===== src/rtl/vc_ts_arbiter.sv =====
`default_nettype none
// ============================================================================
// Module   : vc_ts_arbiter
// Brief    : Output-port virtual-channel arbiter mixing a time-slot
//            reservation table (guaranteed service) with a work-conserving
//            round-robin fallback, gated by per-VC credit counters.
// Revision : 1.0 - initial release
// ============================================================================
//
// Timing summary
//   - The arbitration decision is made combinationally from req_i, the credit
//     counters, the reservation entry of the current slot (ts_o) and rr_ptr,
//     and is registered on the next rising edge. The registered grant is
//     therefore visible while ts_o already shows the following slot.
//   - Configuration writes land on the same edge, so the new table contents
//     steer arbitration from the following cycle onward.
//   - An "armed" flop blocks the very first edge after reset release, so the
//     earliest grant is registered on the second rising edge.

module vc_ts_arbiter #(
  parameter int VCS       = 4,
  parameter int TS        = 8,
  parameter int MAX_TS    = 5,
  parameter int BUF_DEPTH = 4,
  localparam int TW       = (TS  > 1) ? $clog2(TS)  : 1,
  localparam int VW       = (VCS > 1) ? $clog2(VCS) : 1
) (
  input  logic           clk,
  input  logic           rst_n,
  input  logic [VCS-1:0] req_i,
  input  logic [VCS-1:0] credit_i,
  input  logic           cfg_we_i,
  input  logic [TW-1:0]  cfg_slot_i,
  input  logic [VW-1:0]  cfg_vc_i,
  input  logic           cfg_valid_i,
  output logic [VCS-1:0] grant_o,
  output logic           grant_gs_o,
  output logic [TW-1:0]  ts_o,
  output logic [VCS-1:0] credit_avail_o,
  output logic           cfg_err_o,
  output logic           credit_err_o
);

  // --------------------------------------------------------------------------
  // Derived widths and constants
  // --------------------------------------------------------------------------
  localparam int CW = $clog2(BUF_DEPTH + 1);
  localparam int RW = (MAX_TS > 1) ? $clog2(MAX_TS) : 1;

  localparam logic [CW-1:0] CREDIT_FULL = CW'(BUF_DEPTH);
  localparam logic [RW-1:0] RES_LIMIT   = RW'(MAX_TS - 1);
  localparam logic [TW-1:0] TS_LAST     = TW'(TS - 1);

  // --------------------------------------------------------------------------
  // State
  // --------------------------------------------------------------------------
  logic [TW-1:0]  ts;
  logic [VW-1:0]  rr_ptr;
  logic           armed;
  logic [VCS-1:0] grant_q;
  logic           grant_gs_q;
  logic           cfg_err_q;
  logic           credit_err_q;

  // Reservation table: one {valid, vc} entry per slot, plus the number of
  // slots each VC currently owns.
  logic [TS-1:0]  tbl_valid;
  logic [VW-1:0]  tbl_vc [TS];
  logic [RW-1:0]  rcnt   [VCS];

  // --------------------------------------------------------------------------
  // Combinational arbitration signals
  // --------------------------------------------------------------------------
  logic [VCS-1:0] eligible;
  logic [VCS-1:0] overflow;
  logic           slot_valid;
  logic [VW-1:0]  slot_vc;
  logic           slot_hit;
  logic           rr_found;
  logic [VW-1:0]  rr_sel;
  logic           grant_any;
  logic           grant_from_slot;
  logic [VW-1:0]  grant_vc;
  logic [VCS-1:0] grant_next;

  // Modular VC index arithmetic; VCS need not be a power of two.
  function automatic logic [VW-1:0] wrap_vc(input logic [VW-1:0] base,
                                            input int unsigned   offset);
    int unsigned sum;
    sum = 32'(base) + offset;
    if (sum >= unsigned'(VCS)) begin
      sum = sum - unsigned'(VCS);
    end
    return sum[VW-1:0];
  endfunction

  // --------------------------------------------------------------------------
  // Per-VC credit counters and eligibility
  // --------------------------------------------------------------------------
  generate
    for (genvar v = 0; v < VCS; v++) begin : g_credit
      logic [CW-1:0] cnt;
      logic          take;
      logic          give;

      assign take              = grant_next[v];
      assign give              = credit_i[v];
      assign eligible[v]       = armed & req_i[v] & (cnt != '0);
      assign credit_avail_o[v] = (cnt != '0);
      // A credit arriving at a full counter with no consuming grant is lost.
      assign overflow[v]       = give & ~take & (cnt == CREDIT_FULL);

      // Consume one credit per granted flit, recover one per returned credit.
      always_ff @(posedge clk or negedge rst_n) begin
        if (!rst_n) begin
          cnt <= CREDIT_FULL;
        end else if (take && !give) begin
          cnt <= cnt - CW'(1);
        end else if (give && !take && (cnt != CREDIT_FULL)) begin
          cnt <= cnt + CW'(1);
        end
      end
    end
  endgenerate

  // --------------------------------------------------------------------------
  // Reserved-slot lookup for the current slot
  // --------------------------------------------------------------------------
  assign slot_valid = tbl_valid[ts];
  assign slot_vc    = tbl_vc[ts];
  assign slot_hit   = slot_valid & eligible[slot_vc];

  // Round-robin search: first eligible VC at or after rr_ptr, with wrap.
  always_comb begin
    rr_found = 1'b0;
    rr_sel   = '0;
    for (int i = 0; i < VCS; i++) begin
      if (!rr_found && eligible[wrap_vc(rr_ptr, i)]) begin
        rr_found = 1'b1;
        rr_sel   = wrap_vc(rr_ptr, i);
      end
    end
  end

  // Reserved slot wins when its owner can send; otherwise the slot is reclaimed.
  always_comb begin
    grant_any       = 1'b0;
    grant_from_slot = 1'b0;
    grant_vc        = '0;
    if (slot_hit) begin
      grant_any       = 1'b1;
      grant_from_slot = 1'b1;
      grant_vc        = slot_vc;
    end else if (rr_found) begin
      grant_any = 1'b1;
      grant_vc  = rr_sel;
    end
  end

  // One-hot expansion of the selected VC.
  always_comb begin
    grant_next = '0;
    if (grant_any) begin
      grant_next[grant_vc] = 1'b1;
    end
  end

  // --------------------------------------------------------------------------
  // Slot counter, round-robin pointer and registered grant
  // --------------------------------------------------------------------------
  // The pointer only moves on round-robin grants so reserved service does not
  // disturb best-effort fairness.
  always_ff @(posedge clk or negedge rst_n) begin
    if (!rst_n) begin
      ts         <= '0;
      rr_ptr     <= '0;
      armed      <= 1'b0;
      grant_q    <= '0;
      grant_gs_q <= 1'b0;
    end else begin
      ts         <= (ts == TS_LAST) ? '0 : ts + TW'(1);
      armed      <= 1'b1;
      grant_q    <= grant_next;
      grant_gs_q <= grant_from_slot;
      if (grant_any && !grant_from_slot) begin
        rr_ptr <= wrap_vc(rr_sel, 1);
      end
    end
  end

  // Credit overflow is sticky until reset.
  always_ff @(posedge clk or negedge rst_n) begin
    if (!rst_n) begin
      credit_err_q <= 1'b0;
    end else if (|overflow) begin
      credit_err_q <= 1'b1;
    end
  end

  // --------------------------------------------------------------------------
  // Configuration path
  // --------------------------------------------------------------------------
  logic          slot_ok;
  logic          vc_ok;
  logic          old_valid;
  logic [VW-1:0] old_vc;
  logic          owned;
  logic          res_accept;

  // Index range guards are only needed when the index fields are wider than
  // the table / VC count; for power-of-two sizes every code is legal.
  generate
    if ((1 << TW) == TS) begin : g_slot_pow2
      assign slot_ok = 1'b1;
    end else begin : g_slot_range
      assign slot_ok = (32'(cfg_slot_i) < unsigned'(TS));
    end
    if ((1 << VW) == VCS) begin : g_vc_pow2
      assign vc_ok = 1'b1;
    end else begin : g_vc_range
      assign vc_ok = (32'(cfg_vc_i) < unsigned'(VCS));
    end
  endgenerate

  assign old_valid  = tbl_valid[cfg_slot_i];
  assign old_vc     = tbl_vc[cfg_slot_i];
  assign owned      = old_valid & (old_vc == cfg_vc_i);
  // Re-reserving a slot the VC already owns never grows its count.
  assign res_accept = vc_ok & (owned | (rcnt[cfg_vc_i] < RES_LIMIT));

  // Apply reserve/release writes and keep per-VC ownership counts in step.
  always_ff @(posedge clk or negedge rst_n) begin
    if (!rst_n) begin
      tbl_valid <= '0;
      for (int s = 0; s < TS; s++) begin
        tbl_vc[s] <= '0;
      end
      for (int v = 0; v < VCS; v++) begin
        rcnt[v] <= '0;
      end
      cfg_err_q <= 1'b0;
    end else begin
      cfg_err_q <= 1'b0;
      if (cfg_we_i && slot_ok) begin
        if (cfg_valid_i) begin
          if (res_accept) begin
            tbl_valid[cfg_slot_i] <= 1'b1;
            tbl_vc[cfg_slot_i]    <= cfg_vc_i;
            if (!owned) begin
              // Ownership moves: previous owner (if any) loses a slot.
              if (old_valid) begin
                rcnt[old_vc] <= rcnt[old_vc] - RW'(1);
              end
              rcnt[cfg_vc_i] <= rcnt[cfg_vc_i] + RW'(1);
            end
          end else begin
            cfg_err_q <= 1'b1;
          end
        end else if (old_valid) begin
          tbl_valid[cfg_slot_i] <= 1'b0;
          rcnt[old_vc]          <= rcnt[old_vc] - RW'(1);
        end
      end
    end
  end

  // --------------------------------------------------------------------------
  // Outputs
  // --------------------------------------------------------------------------
  assign grant_o      = grant_q;
  assign grant_gs_o   = grant_gs_q;
  assign ts_o         = ts;
  assign cfg_err_o    = cfg_err_q;
  assign credit_err_o = credit_err_q;

endmodule

`default_nettype wire


===== config.mk =====
export PLATFORM = sky130hd
export DESIGN_NAME = vc_ts_arbiter
export DESIGN_NICKNAME = d
export VERILOG_FILES = /design/src/rtl/vc_ts_arbiter.sv
export SDC_FILE = /design/constraint.sdc
export NUM_CORES = 1
export LEC_CHECK = 0
export ABC_AREA = 1
export CAP_MARGIN = 0
export CORE_ASPECT_RATIO = 1.2
export CORE_MARGIN = 8
export CORE_UTILIZATION = 59
export DETAILED_ROUTE_END_ITERATION = 16
export PLACE_DENSITY = 0.8
export SETUP_SLACK_MARGIN = 0.02
export SYNTH_ARGS = -nofsm -noshare
export SYNTH_HDL_FRONTEND = slang
export SYNTH_SLANG_ARGS = --single-unit
export TNS_END_PERCENT = 1

===== constraint.sdc =====
create_clock -name clk -period 3.5 [get_ports clk]
set_input_delay 1.05 -clock clk [delete_from_list [all_inputs] [get_ports clk]]
set_output_delay 1.05 -clock clk [all_outputs]
set_load 0.1 [all_outputs]

# ---- Yosys cells after proc, flatten, opt, wreduce, memory -nomap -nowiden
# Cells that the tools add are included.
dict set report classes {
  addsub 20
  mul 0
  div_mod_pow 0
  n_lt_le_gt_ge 23
  n_eq_ne 12
  shifts 0
  muxes 81
  bitwise_logic 30
  reduce_logical 46
}
# cell count
set ops {}
lappend ops {{2-to-1 mux 12 bit} 8}
lappend ops {{2-to-1 mux 3 bit} 15}
lappend ops {{2-to-1 mux 2 bit} 16}
lappend ops {{bitwise mux 12 bit} 2}
lappend ops {{2-to-1 mux 8 bit} 3}
lappend ops {{logical AND 1 bit} 21}
lappend ops {{2-to-1 mux 1 bit} 19}
lappend ops {{adder 3 x 1 -> 3 bit, second input constant} 6}
lappend ops {{AND 1 bit} 18}
lappend ops {{greater-or-equal comparator 3 bit, second input constant} 6}
lappend ops {{< comparator 2 x 3 -> 1 bit, second input constant} 6}
lappend ops {{bitwise mux 16 bit} 1}
lappend ops {{== test 3 bit, second input constant} 5}
lappend ops {{subtractor 3 x 1 -> 3 bit, second input constant} 5}
lappend ops {{binary-select mux 2 bit (select 3 bit)} 2}
lappend ops {{binary-select mux 3 bit (select 2 bit)} 2}
lappend ops {{demux 3 bit (select 2 bit)} 2}
lappend ops {{logical NOT 1 bit} 12}
lappend ops {{!= test 3 bit, second input constant} 4}
lappend ops {{nonzero test 3 bit} 4}
lappend ops {{binary-select mux 1 bit (select 2 bit)} 5}
lappend ops {{nonzero test 2 bit} 5}
lappend ops {{subtractor 2 x 1 -> 2 bit, second input constant} 5}
lappend ops {{AND reduction 3 bit} 3}
lappend ops {{other kinds (26)} 37}
dict set report word_totals {
  regBits 61
  latchBits 0
  ram_bits 0
  romBits 0
  inputBits 17
  output_inout_bits 14
  wordCells 236
  memories 0
}

# ---- Logic depth before layout (Yosys ltp)
dict set report depth {
  depth_word 26
  mapped_depth 21
  mapped_depth_nobuf 20
}

# ---- Worst setup path before layout
# Ideal clock, no wire load.
dict set report synth_path {
  path_type {register to register}
  from {register g_credit[0].cnt[1]}
  to {register g_credit[2].cnt[1]}
  setup_ps 124
  arrival_time_ps 3261
  t_required_ps 3376
  slack_ps 115
  path_stages_with_launch 18
  path_buffers 0
  synth_period_minus_slack_ps 3385
  path_cell_list {dfrtp_1 > inv_1 > nand3_1 > nand3_1 > nand2_1 > nand2_1 > nand2_1 > inv_1 > nand4_1 > nand2_2 > nor2_1 > nor2_2 > nand2_2 > or2_4 > fa_1 > inv_1 > nand2_1 > o21ai_1}
}
dict set report synth_via {
  elab_chain_len 25
  elab_cells_between_ends 43
  cone_classes {2 x order compare; 26 x mux; 2 x bitwise; 13 x reduce/logical}
}
# item line
set synth_lines {}
lappend synth_lines {{start, declared} 102} ;# logic [CW-1:0] cnt;
lappend synth_lines {{start signal, assigned} 118} ;# cnt <= cnt - CW'(1);
lappend synth_lines {{start signal, assigned} 120} ;# cnt <= cnt + CW'(1);
lappend synth_lines {{nonzero test 3 bit *} n/a}
lappend synth_lines {{via credit_avail_o[0]} 39} ;# output logic [VCS-1:0] credit_avail_o,
lappend synth_lines {{AND 1 bit *} 108} ;# assign eligible[v] = armed & req_i[v] & (cnt != '0);
lappend synth_lines {{binary-select mux 1 bit (select 2 bit)} 138} ;# if (!rr_found && eligible[wrap_vc(rr_ptr, i)]) begin
lappend synth_lines {{2-to-1 mux 1 bit (implied by the code)} 138}
lappend synth_lines {{2-to-1 mux 1 bit} 138}
lappend synth_lines {{logical NOT 1 bit} 138}
lappend synth_lines {{logical AND 1 bit} 138}
lappend synth_lines {{[9 not listed]} n/a}
lappend synth_lines {{< comparator 2 x 3 -> 1 bit (implied by the code) or greater-or-equal comparator 2 x 1 -> 1 bit (tied branches)} 164} ;# grant_next[grant_vc] = 1'b1;
lappend synth_lines {{logical AND 1 bit (implied by the code)} 164}
lappend synth_lines {{2-to-1 mux 1 bit (implied by the code)} 164}
lappend synth_lines {{demux 1 bit (select 2 bit)} 164}
lappend synth_lines {{2-to-1 mux 4 bit *} 163} ;# if (grant_any) begin
lappend synth_lines {{logical NOT 1 bit} 119} ;# end else if (give && !take && (cnt != CREDIT_FULL)) begin
lappend synth_lines {{logical AND 1 bit (2 in series)} 119}
lappend synth_lines {{nonzero test 2 bit (no line)} n/a}
lappend synth_lines {{end signal, assigned} 118}
lappend synth_lines {{end signal, assigned} 120}
lappend synth_lines {{end, declared} 102}
# Mark *: on every way through the listed nets, which the timed path passes. The rest lies on a longest branch. The select of a mux whose other input is x is not followed.
# A chain may end at the register's enable or synchronous reset.

# ---- Worst setup path after layout
dict set report layout_path {
  from {input req_i[1]}
  to {register g_credit[2].cnt[1]}
}
dict set report layout_via {
  elab_chain_len 25
  elab_cells_between_ends 43
  cone_classes {2 x order compare; 26 x mux; 3 x bitwise; 12 x reduce/logical}
}
# item line
set layout_lines {}
lappend layout_lines {{start, declared} 30} ;# input logic [VCS-1:0] req_i,
lappend layout_lines {{AND 1 bit * (2 in series)} 108}
lappend layout_lines {{binary-select mux 1 bit (select 2 bit)} 138}
lappend layout_lines {{2-to-1 mux 1 bit (implied by the code)} 138}
lappend layout_lines {{2-to-1 mux 1 bit} 138}
lappend layout_lines {{logical NOT 1 bit} 138}
lappend layout_lines {{logical AND 1 bit} 138}
lappend layout_lines {{2-to-1 mux 1 bit} 138}
lappend layout_lines {{logical NOT 1 bit} 138}
lappend layout_lines {{[7 not listed]} n/a}
lappend layout_lines {{< comparator 2 x 3 -> 1 bit (implied by the code) or greater-or-equal comparator 2 x 1 -> 1 bit (tied branches)} 164}
lappend layout_lines {{logical AND 1 bit (implied by the code)} 164}
lappend layout_lines {{2-to-1 mux 1 bit (implied by the code)} 164}
lappend layout_lines {{demux 1 bit (select 2 bit)} 164}
lappend layout_lines {{2-to-1 mux 4 bit *} 163}
lappend layout_lines {{logical NOT 1 bit} 119}
lappend layout_lines {{logical AND 1 bit (2 in series)} 119}
lappend layout_lines {{nonzero test 2 bit (no line)} n/a}
# Mark *: on every way between the ends. The rest lies on a longest branch, timed or not. The select of a mux whose other input is x is not followed.

==> qor.yml <==
cts-buffers-inserted: 9
clk_pin_slew_worst_paths_ns: 0.07
dpl.cell_count: 726
final_layout_size_suffix_gt1_share_pct: 20.1
design.final.nets: 677
maximum_fanout_count_along_the_critical_path: 7
grt_first_pass_wirelength_mm: 18.1
tritoncts: "yes"
ir_worst_vdd_mv: 0.545
cap_violations: 0
globalRouteTotalUtil_pct: 22.5
reg2reg_depth: 17
netlist.area_leader.share_pct: 35.1
hold_wc_path_type: "flop to flop"
fillCellCount: 547
detailedPlacementHpwl_mm: 7.93
detail_route.drc_violations: 0
yosys-top-cells-count: "181 x nand2_1, 86 x inv_1, 57 x dfrtp_1"
fin_tns_setup_ns: 0
start_util_pct: 60.1
first_iter_violations: 235
antennaDiodeCount: 0
routed_via_count: 4029
fp.dieH_um: 107
ctsHtreeMaxLevel: 3
avgViaCountPerCell: 5.42
routabilityCongestion: 0.950
rr_endpoint: "g_credit[3].cnt[1]$_DFFE_PN0P_"
worstSetupStartpoint: "req_i[1]"
antenna_violations_before_repair: 0
cts_sinks: 61
die_width_um: 91.8
fin_skew_ns: 0.0116
dominantRegCellSynth: "dfrtp_1"
clockRootBuffer: "clkbuf_8"
antenna_left: 0
synthDominantAreaCellType: "dfrtp_1"
crit_arrival_ns: 3.55
area_delta_synth_final_pct: 22.3
critPathRequiredTime_ns: 3.72
io-pin-count: 31
fin_crit_share_pct: 95.1
placement_rows: 33
grt_pass1_vias: 4048
reg2reg_from: "ts_o[0]$_DFF_PN0_"
power_density_nw_per_um2: 966
core_um2: 6770
postSynthNetCount: 600
synth.most_common_cell: "nand2_1"
fin_cells: 744
crit_path_start_kind: "input pin"
seq_area_frac_synth_pct: 37.6
rrSetupSlack_ns: 0.31
grt_overflow_total: 0
setup_repair_after_global_routing_missed_its_margin: "false"
synth_top_cells_by_area: "dfrtp_1 35%, nand2_1 17%, inv_1 7.9%"
postSynth.asyncResetShare_pct: 100
status: "finished clean"
yosys_register_bits: 61
maxSlewViolCount: 0
power_leakage_uw: 0.00261
end_kind: "flop"
min_period_ns: 3.33
worst-setup-path-type: "input pin to flop"
dieArea_um2: 9820
cts_hold_buf: 0
hold_violation_count_in_the_final_report: 0
synthesis.yosys.warnings: 0
worstSetupEndpoint: "g_credit[2].cnt[1]$_DFFE_PN0P_"
post-route-util_pct: 73.5
worst_hold_path.num_cells: 2
fmaxAchievable_mhz: 300
port_buffers: 30
setup_violations: 0
synth_edf_count: 0
syn_area_per_cell_um2: 7.07
synth.lib_cells_used.distinct: 42
clk_latency_ns: 0.34
total_standard_cell_area_after_synthesis_um2: 4070
max-clock-path-buffers: 2
routedWlPerCell_um: 14.0
1st_pass_router_iterations: 5
syn_inst: 575
finalWirelength_mm: 10.4
maximum_number_of_pins_on_one_net_before_global_route_repair: 47
tightest_slew_ns: 1.01
maxSlewHeadroom_pct: 32.5
## area by class of cell
type | instances | area (um2) | share of cell area (%)
Multi-Input combinational cell | 414 | 2170 | 43.7
Sequential cell | 61 | 1530 | 30.8
Timing Repair Buffer | 73 | 586 | 11.8
Inverter | 93 | 349 | 7.02
Clock buffer | 12 | 155 | 3.12
Tap cell | 87 | 109 | 2.19
Clock inverter | 4 | 70.1 | 1.41
## where the power goes
part / internal, uW / switching (uW) / leakage, uW / total [uW]
sequential: 1020 / 240 / 0.000751 / 1260
combinational: 1050 / 1770 / 0.00174 / 2820
clock: 438 / 281 / 0.000116 / 719
total: 2510 / 2290 / 0.00261 / 4800
## worst max-delay path: stages
cell,delay (ns)
clkdlybuf4s50_1,0.46
nand2_1,0.08
buf_4,0.15
a31oi_1,0.13
nand3_1,0.10
nand3_2,0.10
nand3_4,0.13
nand2_2,0.10
nor2_1,0.07
nor2_2,0.19
nand2_2,0.08
or2_4,0.24
fa_2,0.52
inv_1,0.04
nand2_1,0.05
o21ai_1,0.06
## per-layer routing
metal  GRT usage (%)  vias up  wire [um]
li1                -     2014          -
met1            26.9     1869       4480
met2            38.4      127       5100
met3            4.26       19        614
met4            10.1        0        217
met5               0        -          0
## worst min-delay path by stage
stage | start | end | slack [ns]
final | g_credit[0].cnt[2]$_DFFE_PN1P_ | g_credit[0].cnt[2]$_DFFE_PN1P_ | 0.46
after CTS | g_credit[0].cnt[2]$_DFFE_PN1P_ | g_credit[0].cnt[2]$_DFFE_PN1P_ | 0.47
after global placement | g_credit[0].cnt[2]$_DFFE_PN1P_ | g_credit[0].cnt[2]$_DFFE_PN1P_ | 0.45
after global routing | g_credit[2].cnt[2]$_DFFE_PN1P_ | g_credit[2].cnt[2]$_DFFE_PN1P_ | 0.50
after detailed placement | g_credit[0].cnt[2]$_DFFE_PN1P_ | g_credit[0].cnt[2]$_DFFE_PN1P_ | 0.46
after floorplan | flop | flop | 0.44
## cell families after synthesis
family                     count (synthesis)  synth area share, %
and+or+nand+nor                          294                 32.2
adders and majority gates                  8                 3.20
AOI/OAI and AO/OA                        106                 15.0
xor gates and xnor gates                   5                 1.82
buffers and inverters                    100                 10.0
other                                      1               0.0922
DFF                                       61                 37.6
## per-stage QoR
| stage | hold WS [ns] | power [uW] | area [um2] | setup WS, ns |
|---|---|---|---|---|
| 2_1_floorplan | 0.442 | 3190 | 4070 | 0.115 |
| 3_3_place_gp | 0.449 | 3900 | 4690 | -0.114 |
| 3_5_place_dp | 0.456 | 3990 | 4690 | -0.198 |
| 4_1_cts | 0.466 | 4730 | 4910 | 0.138 |
| 5_1_grt | 0.501 | 5220 | 4970 | 0.00626 |
| 6_report | 0.463 | 4800 | 4970 | 0.172 |
## what timing repair did
item | 4_1_cts | 5_1_grt
endpoints found under the setup margin | 0 | 15
gates resized for setup | 0 | 17
setup buffers | 0 | 2
## cell usage in the layout, fill, tap and decap left out, types with 2 or more instances in the layout
cell type / instances
fa_1: 3
bufinv_16: 2
nor3_1: 2
clkbuf_8: 11
clkinv_2: 2
o21ai_0: 48
o22ai_1: 9
o21ai_1: 2
o2111ai_1: 2
nand4_1: 7
nor2_1: 25
inv_1: 83
buf_4: 57
xor2_2: 3
a21oi_2: 2
clkdlybuf4s50_1: 14
ha_1: 4
a31oi_1: 4
nor2_2: 4
o211ai_1: 8
nand3_1: 48
a21oi_1: 22
inv_2: 10
nand2_1: 176
dfstp_2: 4
or2_4: 3
o21ai_2: 2
dfrtp_1: 57
nand2_4: 2
nand3_2: 11
nand2_2: 13
(Power assumes the default switching activity.)
